**config.mk**
```make
export PLATFORM = sky130hd
export DESIGN_NAME = hazard_controller
export DESIGN_NICKNAME = d
export VERILOG_FILES = /design/src/rtl/hazard_controller_pkg.sv /design/src/rtl/hazard_controller_decoder.sv /design/src/rtl/hazard_controller.sv
export SDC_FILE = /design/constraint.sdc
export NUM_CORES = 1
export LEC_CHECK = 0
export BUFFER_PORTS_ARGS = -buffer_cell sky130_fd_sc_hd__buf_2
export CAP_MARGIN = 40
export CORE_ASPECT_RATIO = 0.6
export CORE_MARGIN = 4
export CORE_UTILIZATION = 44
export DETAILED_ROUTE_END_ITERATION = 8
export PLACE_DENSITY = 0.79
export SKIP_CTS_REPAIR_TIMING = 1
export SLEW_MARGIN = 10
export SYNTH_ARGS = -nofsm -noshare
export SYNTH_HDL_FRONTEND = slang
export SYNTH_SLANG_ARGS = --single-unit
```
**constraint.sdc**
```tcl
create_clock -name clk_i -period 4.1 [get_ports clk_i]
set_input_delay 1.025 -clock clk_i [delete_from_list [all_inputs] [get_ports clk_i]]
set_output_delay 1.025 -clock clk_i [all_outputs]
set_load 0.01 [all_outputs]
```
**src/rtl/hazard_controller_pkg.sv**
```systemverilog
// Shared constants for the hazard controller: RV32I opcode classes, forwarding-select
// encodings and halt FSM states.
package hazard_controller_pkg;

  localparam logic [6:0] OP_ARITH     = 7'b0110011;
  localparam logic [6:0] OP_ARITH_IMM = 7'b0010011;
  localparam logic [6:0] OP_LOAD      = 7'b0000011;
  localparam logic [6:0] OP_STORE     = 7'b0100011;
  localparam logic [6:0] OP_BRANCH    = 7'b1100011;
  localparam logic [6:0] OP_JAL       = 7'b1101111;
  localparam logic [6:0] OP_JALR      = 7'b1100111;
  localparam logic [6:0] OP_LUI       = 7'b0110111;
  localparam logic [6:0] OP_AUIPC     = 7'b0010111;
  localparam logic [6:0] OP_ECALL     = 7'b1110011;

  localparam logic [1:0] FWD_RF    = 2'b00;
  localparam logic [1:0] FWD_EXMEM = 2'b01;
  localparam logic [1:0] FWD_MEMWB = 2'b10;

  typedef enum logic [1:0] {
    StRun    = 2'd0,
    StDrain  = 2'd1,
    StHalted = 2'd2
  } halt_state_e;

  // The youngest producer wins: EX/MEM data is newer than MEM/WB data.
  function automatic logic [1:0] fwd_select(input logic hit_ex, input logic hit_mem);
    if (hit_ex) begin
      return FWD_EXMEM;
    end else if (hit_mem) begin
      return FWD_MEMWB;
    end
    return FWD_RF;
  endfunction

endpackage

```
**src/rtl/hazard_controller_decoder.sv**
```systemverilog
// Combinational register-use decoder: which sources an instruction reads, and whether it
// writes rd or reads memory. An invalid (bubble) slot uses and writes nothing.
module inst_reg_use_decoder
  import hazard_controller_pkg::*;
#(
  parameter int unsigned REG_AW = 5
) (
  input  logic [31:0]       inst_i,
  input  logic              valid_i,
  output logic [REG_AW-1:0] rs1_o,
  output logic [REG_AW-1:0] rs2_o,
  output logic [REG_AW-1:0] rd_o,
  output logic              uses_rs1_o,
  output logic              uses_rs2_o,
  output logic              reg_write_o,
  output logic              mem_read_o
);

  logic [6:0] opcode;
  logic       unused_inst_bits;

  assign opcode           = inst_i[6:0];
  assign rd_o             = inst_i[7 +: REG_AW];
  assign rs1_o            = inst_i[15 +: REG_AW];
  assign rs2_o            = inst_i[20 +: REG_AW];
  assign unused_inst_bits = ^{inst_i[31:25], inst_i[14:12]};

  always_comb begin
    uses_rs1_o  = 1'b0;
    uses_rs2_o  = 1'b0;
    reg_write_o = 1'b0;
    mem_read_o  = 1'b0;
    if (valid_i) begin
      case (opcode)
        OP_ARITH: begin
          uses_rs1_o  = 1'b1;
          uses_rs2_o  = 1'b1;
          reg_write_o = 1'b1;
        end
        OP_STORE, OP_BRANCH: begin
          uses_rs1_o = 1'b1;
          uses_rs2_o = 1'b1;
        end
        OP_ARITH_IMM, OP_JALR: begin
          uses_rs1_o  = 1'b1;
          reg_write_o = 1'b1;
        end
        OP_LOAD: begin
          uses_rs1_o  = 1'b1;
          reg_write_o = 1'b1;
          mem_read_o  = 1'b1;
        end
        OP_JAL, OP_LUI, OP_AUIPC: begin
          reg_write_o = 1'b1;
        end
        default: ;
      endcase
    end
  end

endmodule

```
**src/rtl/hazard_controller.sv**
```systemverilog
// Pipeline sequencing controller beside the ID stage: stalls, flushes, forwarding selects,
// RF bypass and ECALL halt draining. Define HAZARD_PERF_CNT_EN for stall/flush counters.
module hazard_controller
  import hazard_controller_pkg::*;
#(
  parameter int unsigned DRAIN_CYCLES = 3,
  parameter int unsigned REG_AW       = 5
) (
  input  logic        clk_i,
  input  logic        reset_i,
  input  logic [31:0] id_inst_i,
  input  logic        id_valid_i,
  input  logic        id_halt_cond_i,
  input  logic        ex_redirect_i,
  output logic        pc_write_o,
  output logic        ifid_write_o,
  output logic        ifid_flush_o,
  output logic        idex_bubble_o,
  output logic [1:0]  fwd_a_o,
  output logic [1:0]  fwd_b_o,
  output logic        id_bypass_a_o,
  output logic        id_bypass_b_o,
`ifdef HAZARD_PERF_CNT_EN
  output logic [31:0] stall_count_o,
  output logic [31:0] flush_count_o,
`endif
  output logic        is_halted_o
);

  localparam int unsigned CntW = (DRAIN_CYCLES > 2) ? $clog2(DRAIN_CYCLES) : 1;
  localparam logic [CntW-1:0] CntLoad = CntW'(DRAIN_CYCLES - 1);

  logic [REG_AW-1:0] id_rs1, id_rs2, id_rd;
  logic              id_uses_rs1, id_uses_rs2, id_reg_write, id_mem_read;

  inst_reg_use_decoder #(
    .REG_AW(REG_AW)
  ) u_decoder (
    .inst_i      (id_inst_i),
    .valid_i     (id_valid_i),
    .rs1_o       (id_rs1),
    .rs2_o       (id_rs2),
    .rd_o        (id_rd),
    .uses_rs1_o  (id_uses_rs1),
    .uses_rs2_o  (id_uses_rs2),
    .reg_write_o (id_reg_write),
    .mem_read_o  (id_mem_read)
  );

  // Shadow of {rd, reg_write, mem_read} for the instructions in EX, MEM and WB.
  logic [REG_AW-1:0] ex_rd_q, ex_rd_d, mem_rd_q, wb_rd_q;
  logic              ex_we_q, ex_we_d, mem_we_q, wb_we_q;
  logic              ex_mr_q, ex_mr_d, mem_mr_q;

  logic [1:0]        fwd_a_q, fwd_a_d, fwd_b_q, fwd_b_d;
  halt_state_e       state_q, state_d;
  logic [CntW-1:0]   cnt_q, cnt_d;

  logic ex_hit_a, ex_hit_b, mem_hit_a, mem_hit_b;
  logic load_use, is_ecall;

  always_comb begin
    ex_hit_a  = id_uses_rs1 && ex_we_q && (ex_rd_q != '0) && (id_rs1 == ex_rd_q);
    ex_hit_b  = id_uses_rs2 && ex_we_q && (ex_rd_q != '0) && (id_rs2 == ex_rd_q);
    mem_hit_a = id_uses_rs1 && mem_we_q && (mem_rd_q != '0) && (id_rs1 == mem_rd_q);
    mem_hit_b = id_uses_rs2 && mem_we_q && (mem_rd_q != '0) && (id_rs2 == mem_rd_q);
    load_use  = ex_mr_q && (ex_hit_a || ex_hit_b);
    is_ecall  = id_valid_i && (id_inst_i[6:0] == OP_ECALL);
    id_bypass_a_o = id_uses_rs1 && wb_we_q && (wb_rd_q != '0) && (id_rs1 == wb_rd_q);
    id_bypass_b_o = id_uses_rs2 && wb_we_q && (wb_rd_q != '0) && (id_rs2 == wb_rd_q);
  end

  always_comb begin
    pc_write_o    = 1'b1;
    ifid_write_o  = 1'b1;
    ifid_flush_o  = 1'b0;
    idex_bubble_o = 1'b0;
    if (state_q != StRun) begin
      pc_write_o    = 1'b0;
      ifid_write_o  = 1'b0;
      idex_bubble_o = 1'b1;
    end else if (ex_redirect_i) begin
      // The load-use consumer is flushed, so no stall is needed alongside a redirect.
      ifid_flush_o  = 1'b1;
      idex_bubble_o = 1'b1;
    end else if (load_use) begin
      pc_write_o    = 1'b0;
      ifid_write_o  = 1'b0;
      idex_bubble_o = 1'b1;
    end
  end

  always_comb begin
    ex_rd_d = idex_bubble_o ? '0 : id_rd;
    ex_we_d = idex_bubble_o ? 1'b0 : id_reg_write;
    ex_mr_d = idex_bubble_o ? 1'b0 : id_mem_read;
    fwd_a_d = idex_bubble_o ? FWD_RF : fwd_select(ex_hit_a, mem_hit_a);
    fwd_b_d = idex_bubble_o ? FWD_RF : fwd_select(ex_hit_b, mem_hit_b);
  end

  always_comb begin
    state_d = state_q;
    cnt_d   = cnt_q;
    case (state_q)
      StRun: begin
        if (is_ecall && id_halt_cond_i && !ex_redirect_i && !load_use) begin
          state_d = StDrain;
          cnt_d   = CntLoad;
        end
      end
      StDrain: begin
        if (cnt_q == '0) begin
          state_d = StHalted;
        end else begin
          cnt_d = cnt_q - 1'b1;
        end
      end
      StHalted: ;
      default: state_d = StRun;
    endcase
  end

  always_ff @(posedge clk_i) begin
    if (reset_i) begin
      ex_rd_q  <= '0;
      ex_we_q  <= 1'b0;
      ex_mr_q  <= 1'b0;
      mem_rd_q <= '0;
      mem_we_q <= 1'b0;
      mem_mr_q <= 1'b0;
      wb_rd_q  <= '0;
      wb_we_q  <= 1'b0;
      fwd_a_q  <= FWD_RF;
      fwd_b_q  <= FWD_RF;
      state_q  <= StRun;
      cnt_q    <= '0;
    end else begin
      ex_rd_q  <= ex_rd_d;
      ex_we_q  <= ex_we_d;
      ex_mr_q  <= ex_mr_d;
      mem_rd_q <= ex_rd_q;
      mem_we_q <= ex_we_q;
      mem_mr_q <= ex_mr_q;
      wb_rd_q  <= mem_rd_q;
      wb_we_q  <= mem_we_q;
      fwd_a_q  <= fwd_a_d;
      fwd_b_q  <= fwd_b_d;
      state_q  <= state_d;
      cnt_q    <= cnt_d;
    end
  end

  logic unused_mem_mr;
  assign unused_mem_mr = mem_mr_q;

  assign fwd_a_o     = fwd_a_q;
  assign fwd_b_o     = fwd_b_q;
  assign is_halted_o = (state_q == StHalted);

`ifdef HAZARD_PERF_CNT_EN
  logic [31:0] stall_cnt_q, flush_cnt_q;
  logic        stall_evt, flush_evt;

  assign stall_evt = (state_q == StRun) && load_use && !ex_redirect_i;
  assign flush_evt = (state_q == StRun) && ex_redirect_i;

  always_ff @(posedge clk_i) begin
    if (reset_i) begin
      stall_cnt_q <= '0;
      flush_cnt_q <= '0;
    end else begin
      if (stall_evt && (stall_cnt_q != '1)) begin
        stall_cnt_q <= stall_cnt_q + 32'd1;
      end
      if (flush_evt && (flush_cnt_q != '1)) begin
        flush_cnt_q <= flush_cnt_q + 32'd1;
      end
    end
  end

  assign stall_count_o = stall_cnt_q;
  assign flush_count_o = flush_cnt_q;
`endif

endmodule

```
[Word-level counts from Yosys, hierarchy flattened]
Index checks and enable logic that the tools add are counted.
Word-level totals
  flip-flop bits (word level): 27
  input bits: 37
  output and inout bits: 11
  word-level logic and storage cells: 111
Operators by class
  add/subtract/negate cells: 1
  equality and inequality tests: 21
  multiplexer cells: 28
  bitwise gates (word level): 4
  reductions and logical operators: 44
Operator list (count)
  5-bit == test: 6
  7-bit == test, second input constant: 4
  1-bit logical AND: 23
  7-bit by 6-bit == test with 1-bit output, second input constant: 3
  1-bit 2-to-1 mux: 20
  5-bit nonzero test: 3
  7-bit by 5-bit == test with 1-bit output, second input constant: 2
  2-bit 2-to-1 mux: 6
  3-bit OR reduction: 4
  4-bit OR reduction: 2
  7-bit by 2-bit == test with 1-bit output, second input constant: 1
  7-bit OR reduction: 1
  2-bit inequality test, second input constant: 3
  2-bit case mux with 3 select lines: 1
  3-bit AND reduction: 2
  6-bit OR reduction: 1
  2-bit logical NOT: 2
  1-bit NOT: 4
  2-bit case mux with 2 select lines: 1
  2-bit nonzero test: 2
  2-bit by 1-bit == test with 1-bit output, second input constant: 1
  2-bit == test, second input constant: 1
  1-bit logical NOT: 2
  2-bit OR reduction: 1
  2 further kinds: 2

[Logic depth before layout (Yosys ltp)]
Gate-level depths: netlist (run 1).
  depth after elaboration: 13
  gate-level depth with buffers: 6
  gate-level depth less buffers: 6

[Hierarchy]
Synthesis (run 1) repeated with hierarchy kept, for this count alone.
Unflattened totals
  cell total of the unflattened synthesis: 158
  area total of the unflattened synthesis: 1472.7 um2
By module, submodules not included
  hazard_controller: instances 1, cells an instance 130, area an instance 1263.7 um2, seq. area each 540.5 um2
  inst_reg_use_decoder: instances 1, cells an instance 28, area an instance 209.0 um2, seq. area each 0.0 um2

[Worst setup path after synthesis (run 1)]
Ideal clock, no wire load.
  path kind: in2out
  start point: input id_inst_i[3]
  end point: output idex_bubble_o
  arrival time: 2.151 ns
  data required time: 3.075 ns
  path slack: 0.924 ns
  stages: 4
  buffers on the path: 0
  path through: and4b_1 nand3_1 nor4_2 or4_1
Between the ends
  word-level cells in the longest chain between the ends: 12
  elaborated cells between the ends (all ways): 23
RTL lines
  from (decl): RTL line hazard_controller.sv:11  | input logic [31:0] id_inst_i,
  7-bit by 6-bit == test with 1-bit output (tied with other cells): RTL line hazard_controller_decoder.sv:34  | case (opcode)
  6-bit OR reduction (no source line) / 3-bit OR reduction (equally long branches)
  1-bit 2-to-1 mux: RTL line hazard_controller_decoder.sv:34
  1-bit 2-to-1 mux: RTL line hazard_controller_decoder.sv:33  | if (valid_i) begin
  1-bit logical AND (on tied branches) (3 in series): RTL line hazard_controller.sv:63, hazard_controller.sv:64
  1-bit logical OR *: RTL line hazard_controller.sv:67  | load_use = ex_mr_q && (ex_hit_a || ex_hit_b);
  1-bit logical AND *: RTL line hazard_controller.sv:67
  1-bit 2-to-1 mux *: RTL line hazard_controller.sv:86  | end else if (load_use) begin
  1-bit 2-to-1 mux *: RTL line hazard_controller.sv:82  | end else if (ex_redirect_i) begin
  1-bit 2-to-1 mux *: RTL line hazard_controller.sv:78  | if (state_q != StRun) begin
  to (decl): RTL line hazard_controller.sv:18  | output logic idex_bubble_o,
Mark *: on every way between the ends. The rest lies on a longest branch, timed or not.

[Worst setup path after layout (run 1)]
  start point: input id_inst_i[6]
  end point: output idex_bubble_o
Same word-level chain as after synthesis.

==> summary by stage, run 1 <==
STA
Dividing the final minimum period by the clock period gives 81.8%. Clock skew on the completed layout was measured at 2.07 ps. Setup repair after global routing left no endpoint under its margin. The slew of the pin with the lowest slew margin is 513 ps. After routing, the total negative slack on setup checks comes to 0 ps. The routed design could run at a clock period as short as 3350 ps. The worst max-slew margin expressed relative to the limit is 65.6%. The number of hold violations in the final report is 0. The count of pins over their slew limit is 0.

For this run, the top clock speed supported by timing is 298 MHz. Setup violations remaining at the end of the flow were counted as 0.

Critical path
STA puts the critical path data arrival time at 2330 ps. The worst setup path is captured at an output port. The worst setup path is of the in2out kind. Along the worst path, the maximum fanout reaches 7.

The worst register-to-register path begins at state_q[0]$_SDFFE_PP0P_. At the worst endpoint, the required time is 3070 ps. Tracing the worst setup path back leads to its startpoint at id_inst_i[6]. The worst setup path is launched from a primary input. The register-to-register path setup slack is 2120 ps.

Routing
The highest metal layer carrying signal wires in the routed design is met4. After detailed routing, the number of remaining DRC violations is 0. For this block, wires on met1 add up to 1630 um. For this run, the detailed router's first-pass iteration total came to 4. In this run, the number of DRC markers left after iteration 0 of detailed routing was 88.

Once detail routing completed, the nets flagged for antenna violations numbered 0. The average wire per cell in the routed design is 14.0 um. The met3 wire length is 243 um. The number of vias after detailed routing is 1,225. In the detailed route, the total length drawn on met2 is 1390 um. The post-detailed-route via-to-cell ratio is 5.19. The wire length reported by the detailed router is 3310 um.

Final layout
The final cell count without fillers is 236. The synthesis-to-layout area growth is 20.6%. The number of inserted diodes is 0.

The commonest non-fill, non-tap cell in the layout is sky130_fd_sc_hd__buf_2. The storage element area is 541 um^2. The proportion of layout cells with a drive suffix above 1 is 26.8%. After filler insertion, the fill cell instance count of the layout stands at 279.

The final layout net count is 233. The combined area of the multi-input logic cells is 845 um^2. In the layout the commonest cells are 37 x sky130_fd_sc_hd__buf_2, 27 x sky130_fd_sc_hd__dfxtp_1, 23 x sky130_fd_sc_hd__xnor2_1.

Clock network
The later-pin clock latency in the skew report is 280 ps. The clock tree from TritonCTS is done. The level count of the clock H-tree is 1. The number of buffers created by CTS is 3. The clock net in this run drives a total of 27 sinks. The clock tree root driver cell is sky130_fd_sc_hd__clkbuf_8. The clock tree buffer depth is 2. Clock-pin slew was measured on the worst setup and hold paths at 90 ps.

Logic synthesis
The most used flip-flop cell after synthesis is sky130_fd_sc_hd__dfxtp_1. The cell count after synthesis is 153. Synthesis inferred 27 register bits. The total nets after synthesis is 191. The sequential area share after synthesis is 38.3%. Summed over its instances, the top area cell type makes up 38.3% of the synthesized netlist area. For this run, the number of Yosys warnings is 0. Ranked by total cell area, the synthesized netlist is headed by sky130_fd_sc_hd__dfxtp_1 38%, sky130_fd_sc_hd__xnor2_1 14%, sky130_fd_sc_hd__nor2b_1 6.6%, sky130_fd_sc_hd__xor2_1 4.3%, sky130_fd_sc_hd__nor4_1 3.1%.

The number of enable flip-flop cells after synthesis is 0. The per-instance average area after synthesis is 9.22 um^2. After synthesis, the netlist uses 35 different library cells.

The async set or reset register ratio after synthesis is 0%. The synthesized area is 0.00141 mm^2. The largest area contributor in the netlist is sky130_fd_sc_hd__dfxtp_1.

Floorplan
The die is 51.9 um tall. The number of standard-cell rows in the floorplan is 15. The core region is 0.00297 mm^2. The die area is 0.00421 mm^2. Measured along the x axis, the die boundary spans 81.1 um. For this configuration, the core starts out at a cell density of 47.6%. For this design the top-level I/O count stands at 48.

Global route
Summed over all layers, the global routing overflow is 0. The all-layer global routing usage is 17.8%. Entering global routing, the biggest net connects 18 pins. The number of antenna violations at the first check in global routing is 0. The via count of the first global-routing pass is 1,174.

The first-pass GRT wire length is 5580 um.

Placed design
Counting tap cells, the placed design contains a total of 232 instances. The number of input and output port buffers inserted is 37. The sum of net half-perimeters after detailed placement is 2660 um. The congestion estimate from routability-driven global placement came to 0.838.

Pwr
IR analysis of the VDD net gives a maximum drop of 0.163 mV. The analysis attributes to cell leakage a power of 0.653 nW. Power spread over the standard cell area amounts to 290 mW/mm^2.

Run status
The flow ran to the end, and the final reports show no timing, DRC or antenna violations.

Min path
The worst hold-check path type is reg2reg. In this run the most critical hold path is launched from mem_we_q$_SDFF_PP0_.

Job
Across the run, the number of max-cap violations was 0.
logic make-up after synthesis:
| logic type | share of synthesized area (%) |
|---|---|
| flip-flops | 38.3 |
| buffers and inverters | 1.86 |
| AND/OR/NAND/NOR | 34.1 |
| XOR/XNOR | 18.6 |
| AO/OA/AOI/OAI | 6.21 |
| adder cells (fa/ha/maj) | 0.886 |
synthesized netlist by cell type, types with 2 or more instances:
library cell               count
sky130_fd_sc_hd__a21oi_1       2
sky130_fd_sc_hd__and4b_1       2
sky130_fd_sc_hd__dfxtp_1      27
sky130_fd_sc_hd__inv_1         4
sky130_fd_sc_hd__nand2_1       9
sky130_fd_sc_hd__nand3_1       8
sky130_fd_sc_hd__nand4b_1      2
sky130_fd_sc_hd__nor2_1       11
sky130_fd_sc_hd__nor2b_1      15
sky130_fd_sc_hd__nor3_1        8
sky130_fd_sc_hd__nor4_1        7
sky130_fd_sc_hd__nor4_2        2
sky130_fd_sc_hd__o21ai_0       2
sky130_fd_sc_hd__or4_1         5
sky130_fd_sc_hd__xnor2_1      23
sky130_fd_sc_hd__xor2_1        7
path summary, 6_finish.rpt:
| kind | endpoint | depth (start not counted) |
|---|---|---|
| max | idex_bubble_o | 6 |
| min | wb_we_q$_SDFF_PP0_ | 1 |
| max reg2reg | fwd_b_o[1]$_SDFF_PP0_ | 4 |
| min reg2reg | wb_we_q$_SDFF_PP0_ | 1 |
flip-flops by register name (all words and copies together), names as in the netlist, 2 cells and up:
name and cells:
ex_rd_q 5, mem_rd_q 5, fwd_a_o 2, cnt_q 2, wb_rd_q 5, state_q 2, fwd_b_o 2
critical path, stage by stage:
cell and delay, ps:
sky130_fd_sc_hd__buf_2 140, sky130_fd_sc_hd__and3b_1 180, sky130_fd_sc_hd__o21ai_2 240, sky130_fd_sc_hd__nor4_2 80
sky130_fd_sc_hd__or4_1 510, sky130_fd_sc_hd__buf_2 160
per-layer routing:
metal / vias to the layer above / global-route usage (%)
li1: 624 / -
met1: 551 / 25.6
met2: 45 / 25.5
met3: 5 / 4.67
met4: 0 / 5.90
met5: - / 0
layout make-up:
class / instances / share of cell area, %
tap: 42 / 3.09
inverter: 4 / 0.882
sequential: 27 / 31.8
clock buffer: 3 / 2.43
clock inverter: 1 / 0.441
multi-input combinational: 120 / 49.6
timing repair buffer: 39 / 11.8
where the power goes:
| part | total (W) | switching, W | internal [W] |
|---|---|---|---|
| clock | 0.000156 | 0.0000864 | 0.0000692 |
| sequential | 0.000272 | 0.00000609 | 0.000266 |
| combinational | 0.0000660 | 0.0000336 | 0.0000324 |
per-stage QoR:
stage | area, um^2 | total power (W) | setup slack, ps | hold WS, ps | util (%)
after floorplan | 1410 | 0.000314 | 924 | 438 | -
after global placement | 1650 | 0.000342 | 750 | 472 | 55.7
after detailed placement | 1650 | 0.000344 | 761 | 479 | 55.7
after CTS | 1700 | 0.000495 | 750 | 492 | 57.4
after global routing | 1700 | 0.000514 | 653 | 502 | 57.4
final | 1700 | 0.000494 | 747 | 492 | 57.4
Power figures use the tool's default switching activity.
==> run 2, diff against run 1 <==
--- a/config.mk
+++ b/config.mk
@@ -11,7 +11,7 @@
 export CORE_MARGIN = 4
 export CORE_UTILIZATION = 44
 export DETAILED_ROUTE_END_ITERATION = 8
-export PLACE_DENSITY = 0.79
+export PLACE_DENSITY = 0.82
 export SKIP_CTS_REPAIR_TIMING = 1
 export SLEW_MARGIN = 10
 export SYNTH_ARGS = -nofsm -noshare
==> constraint.sdc (replaced) <==
create_clock -name clk_i -period 2.8 [get_ports clk_i]
set_input_delay 0.7 -clock clk_i [delete_from_list [all_inputs] [get_ports clk_i]]
set_output_delay 0.7 -clock clk_i [all_outputs]
set_load 0.01 [all_outputs]
==> summary by stage, run 2 (same netlist as run 1, synthesis figures left out) <==
Critical path
STA puts the critical path data required time at 2100 ps. The startpoint of the worst register-to-register path is ex_rd_q[1]$_SDFF_PP0_. The register-to-register path setup slack is 860 ps. The endpoint identified for the worst register-to-register timing path is fwd_a_o[1]$_SDFF_PP0_. The critical path in this run is classified as reg2out.

Data arrives at the worst endpoint at 2200 ps. The largest single stage delay on the critical path is 590 ps. Walking the worst path, the cells encountered are or4_4 -> o2111ai_4 -> nor4_2 -> or4_1 -> buf_2.

The highest-delay cell along the critical path is sky130_fd_sc_hd__or4_4. Measured in cells, the most critical reg-to-reg path has a length of 6. The startpoint type of the worst setup path is a flop. STA classifies the critical path endpoint as an output port.

The worst-path maximum fanout is 4.

Final layout
The number of inserted filler cells in the final layout is 272. In the final design database the tool counted 241 nets. The final core utilization is 60.8%. Leaving out fill and tap cells, the most frequent cells in the layout are 37 x sky130_fd_sc_hd__buf_2, 26 x sky130_fd_sc_hd__dfxtp_1, 23 x sky130_fd_sc_hd__xnor2_1.

From synthesis to final layout, the design area changed by 27.7%. The proportion of layout cells with a drive suffix above 1 is 31.2%. The number of inserted diodes is 0. The commonest non-fill, non-tap cell in the layout is sky130_fd_sc_hd__buf_2.

The largest registers in the layout are ex_rd_q (5), mem_rd_q (5), wb_rd_q (5).

Clock network
Clock-pin slew was measured on the worst setup and hold paths at 100 ps. The later-pin clock latency in the skew report is 280 ps. TritonCTS built the clock tree.

CTS built an H-tree with a depth of 1. In this run the clock root is driven by a sky130_fd_sc_hd__clkbuf_8. The clock tree buffer depth is 2. Clock tree synthesis inserted a total of 3 buffers. The CTS sink count is 27.

Routing
For this block, the via count after detailed routing is 1,307. After detailed routing, the number of remaining DRC violations is 0. The wire length reported by the detailed router is 3660 um.

In the routed layout, each cell is associated on average with a via count of 5.36. The first detailed-routing pass ran for 4 iterations. The remaining antenna violation count after routing is 0. The DRC violation total after the first TritonRoute iteration is 132. The average wire per cell in the routed design is 15.0 um.

Placed design
The HPWL after detailed placement is 2860 um. Buffers placed on the I/O ports in this run total 37. The pre-CTS setup slack is 168 ps.

Routability-driven placement finished with a final weighted congestion of 0.815.

Pwr
Net switching is 26.3% of the power. The clock network burns 31.5% of the power. The power density normalized to cell area is 413 mW/mm^2. The internal power consumption is 0.000548 W. Summed over all cells, the static leakage comes to 0.697 nW. The part of the total power dissipated in combinational logic is 15.0%.

The worst ir drop on vdd is 0.281 mV. In this run the power spent charging and discharging nets is 0.000196 W. In this run, flip-flops and latches consume 53.5% of the power.

STA
The total of endpoints with negative setup slack in the final report is 1. Derived from the worst setup path, the maximum achievable clock frequency is 345 MHz. Setup repair after global routing could not meet its margin everywhere. The worst max-slew margin expressed relative to the limit is 76.4%.

The number of hold violations in the final report is 0. The final setup TNS is -103 ps. Of the available clock period, the critical path in the final layout requires 104%. The worst setup slack after layout is -103 ps. Clock skew on the completed layout was measured at 6.07 ps. The count of pins over their slew limit is 0. At the pin with the least slew margin, the transition time is 351 ps. The worst path in the final design needs a cycle of 2900 ps, including I/O delays and setup.

Global route
The final global-route overflow total is 0. The number of antenna violations at the first check in global routing was 0. The via count of the first global-routing pass is 1,185. The pin count of the biggest net entering global routing is 18. The all-layer global routing usage is 18.2%. The first global-routing pass estimated 5720 um of wire.

Floorplan
The die area is 0.00421 mm^2. The core area is 0.00297 mm^2. Measured along the x axis, the die boundary spans 81.1 um. The initial utilization of the core area, before any placement, comes to 47.6%. Row generation in the floorplan step produced 15 rows. The die extent in y is 51.9 um.

The count of boundary I/O pins is 48.

Min path
Along the worst hold path, the cell count comes to 1. The worst hold path terminates at wb_we_q$_SDFF_PP0_. In this run the most critical hold path is launched from mem_we_q$_SDFF_PP0_.

In this run the worst hold path is classified as reg2reg.

Run status
The run finished, with violations left. The checks that failed: negative setup slack.

Job
The reported max-cap violation count is 0.
run 2: cell types whose count changed in the layout (fill, tap and decap cells not counted), sizes merged:
cell | before | now
clkinvlp | 1 | 0
buf | 39 | 47
inv | 4 | 5
run 2: metal layers:
| layer | global-route usage [%] | share of wire, % | vias up |
|---|---|---|---|
| li1 | - | - | 638 |
| met1 | 26.2 | 48 | 603 |
| met2 | 25.1 | 42 | 57 |
| met3 | 6.40 | 8.2 | 9 |
| met4 | 5.90 | 1.9 | 0 |
| met5 | 0 | 0 | - |
run 2: worst max path at each step:
stage	depth (start not counted)	slack (ps)	endpoint	start
2_1_floorplan	4	270	idex_bubble_o	id_inst_i[3]
3_3_place_gp	5	170	idex_bubble_o	ex_rd_q[1]$_SDFF_PP0_
3_5_place_dp	5	170	idex_bubble_o	ex_rd_q[1]$_SDFF_PP0_
4_1_cts	5	-170	idex_bubble_o	ex_rd_q[1]$_SDFF_PP0_
5_1_grt	5	-190	idex_bubble_o	ex_rd_q[1]$_SDFF_PP0_
6_report	5	-100	idex_bubble_o	ex_rd_q[1]$_SDFF_PP0_
run 2: cell type report:
class	instances	area, um^2	share of cell area [%]
clock buffers	3	41.3	2.29
repair buffers	47	264	14.7
well taps	42	52.6	2.92
flip-flops and latches	27	544	30.2
inverters	4	15.0	0.833
clock inverters	1	8.76	0.486
multi-input cells	120	876	48.6
run 2: critical path: cells and delay by family (launching register included):
family | cells | cell delay, ps
AOI/OAI and AO/OA | 1 | 260
DFF | 1 | 350
buffers and inverters | 1 | 160
and+or+nand+nor | 3 | 1160
run 2: metrics by stage:
step	hold WS, ps	total power, W	cells	area (um^2)
after global placement	472	0.000504	237	1690
final	487	0.000744	244	1800
after detailed placement	479	0.000507	237	1690
after CTS	487	0.000737	241	1740
after floorplan	438	0.000460	153	1410
after global routing	500	0.000776	244	1800
run 2: power by group through the flow:
stage	Clock [W]	Combinational, W	Sequential [W]
2_1_floorplan	0	0.0000544	0.000405
6_report	0.000235	0.000112	0.000398
5_1_grt	0.000256	0.000121	0.000399
3_3_place_gp	0	0.0000970	0.000407
3_5_place_dp	0	0.0000996	0.000407
4_1_cts	0.000238	0.000100	0.000398
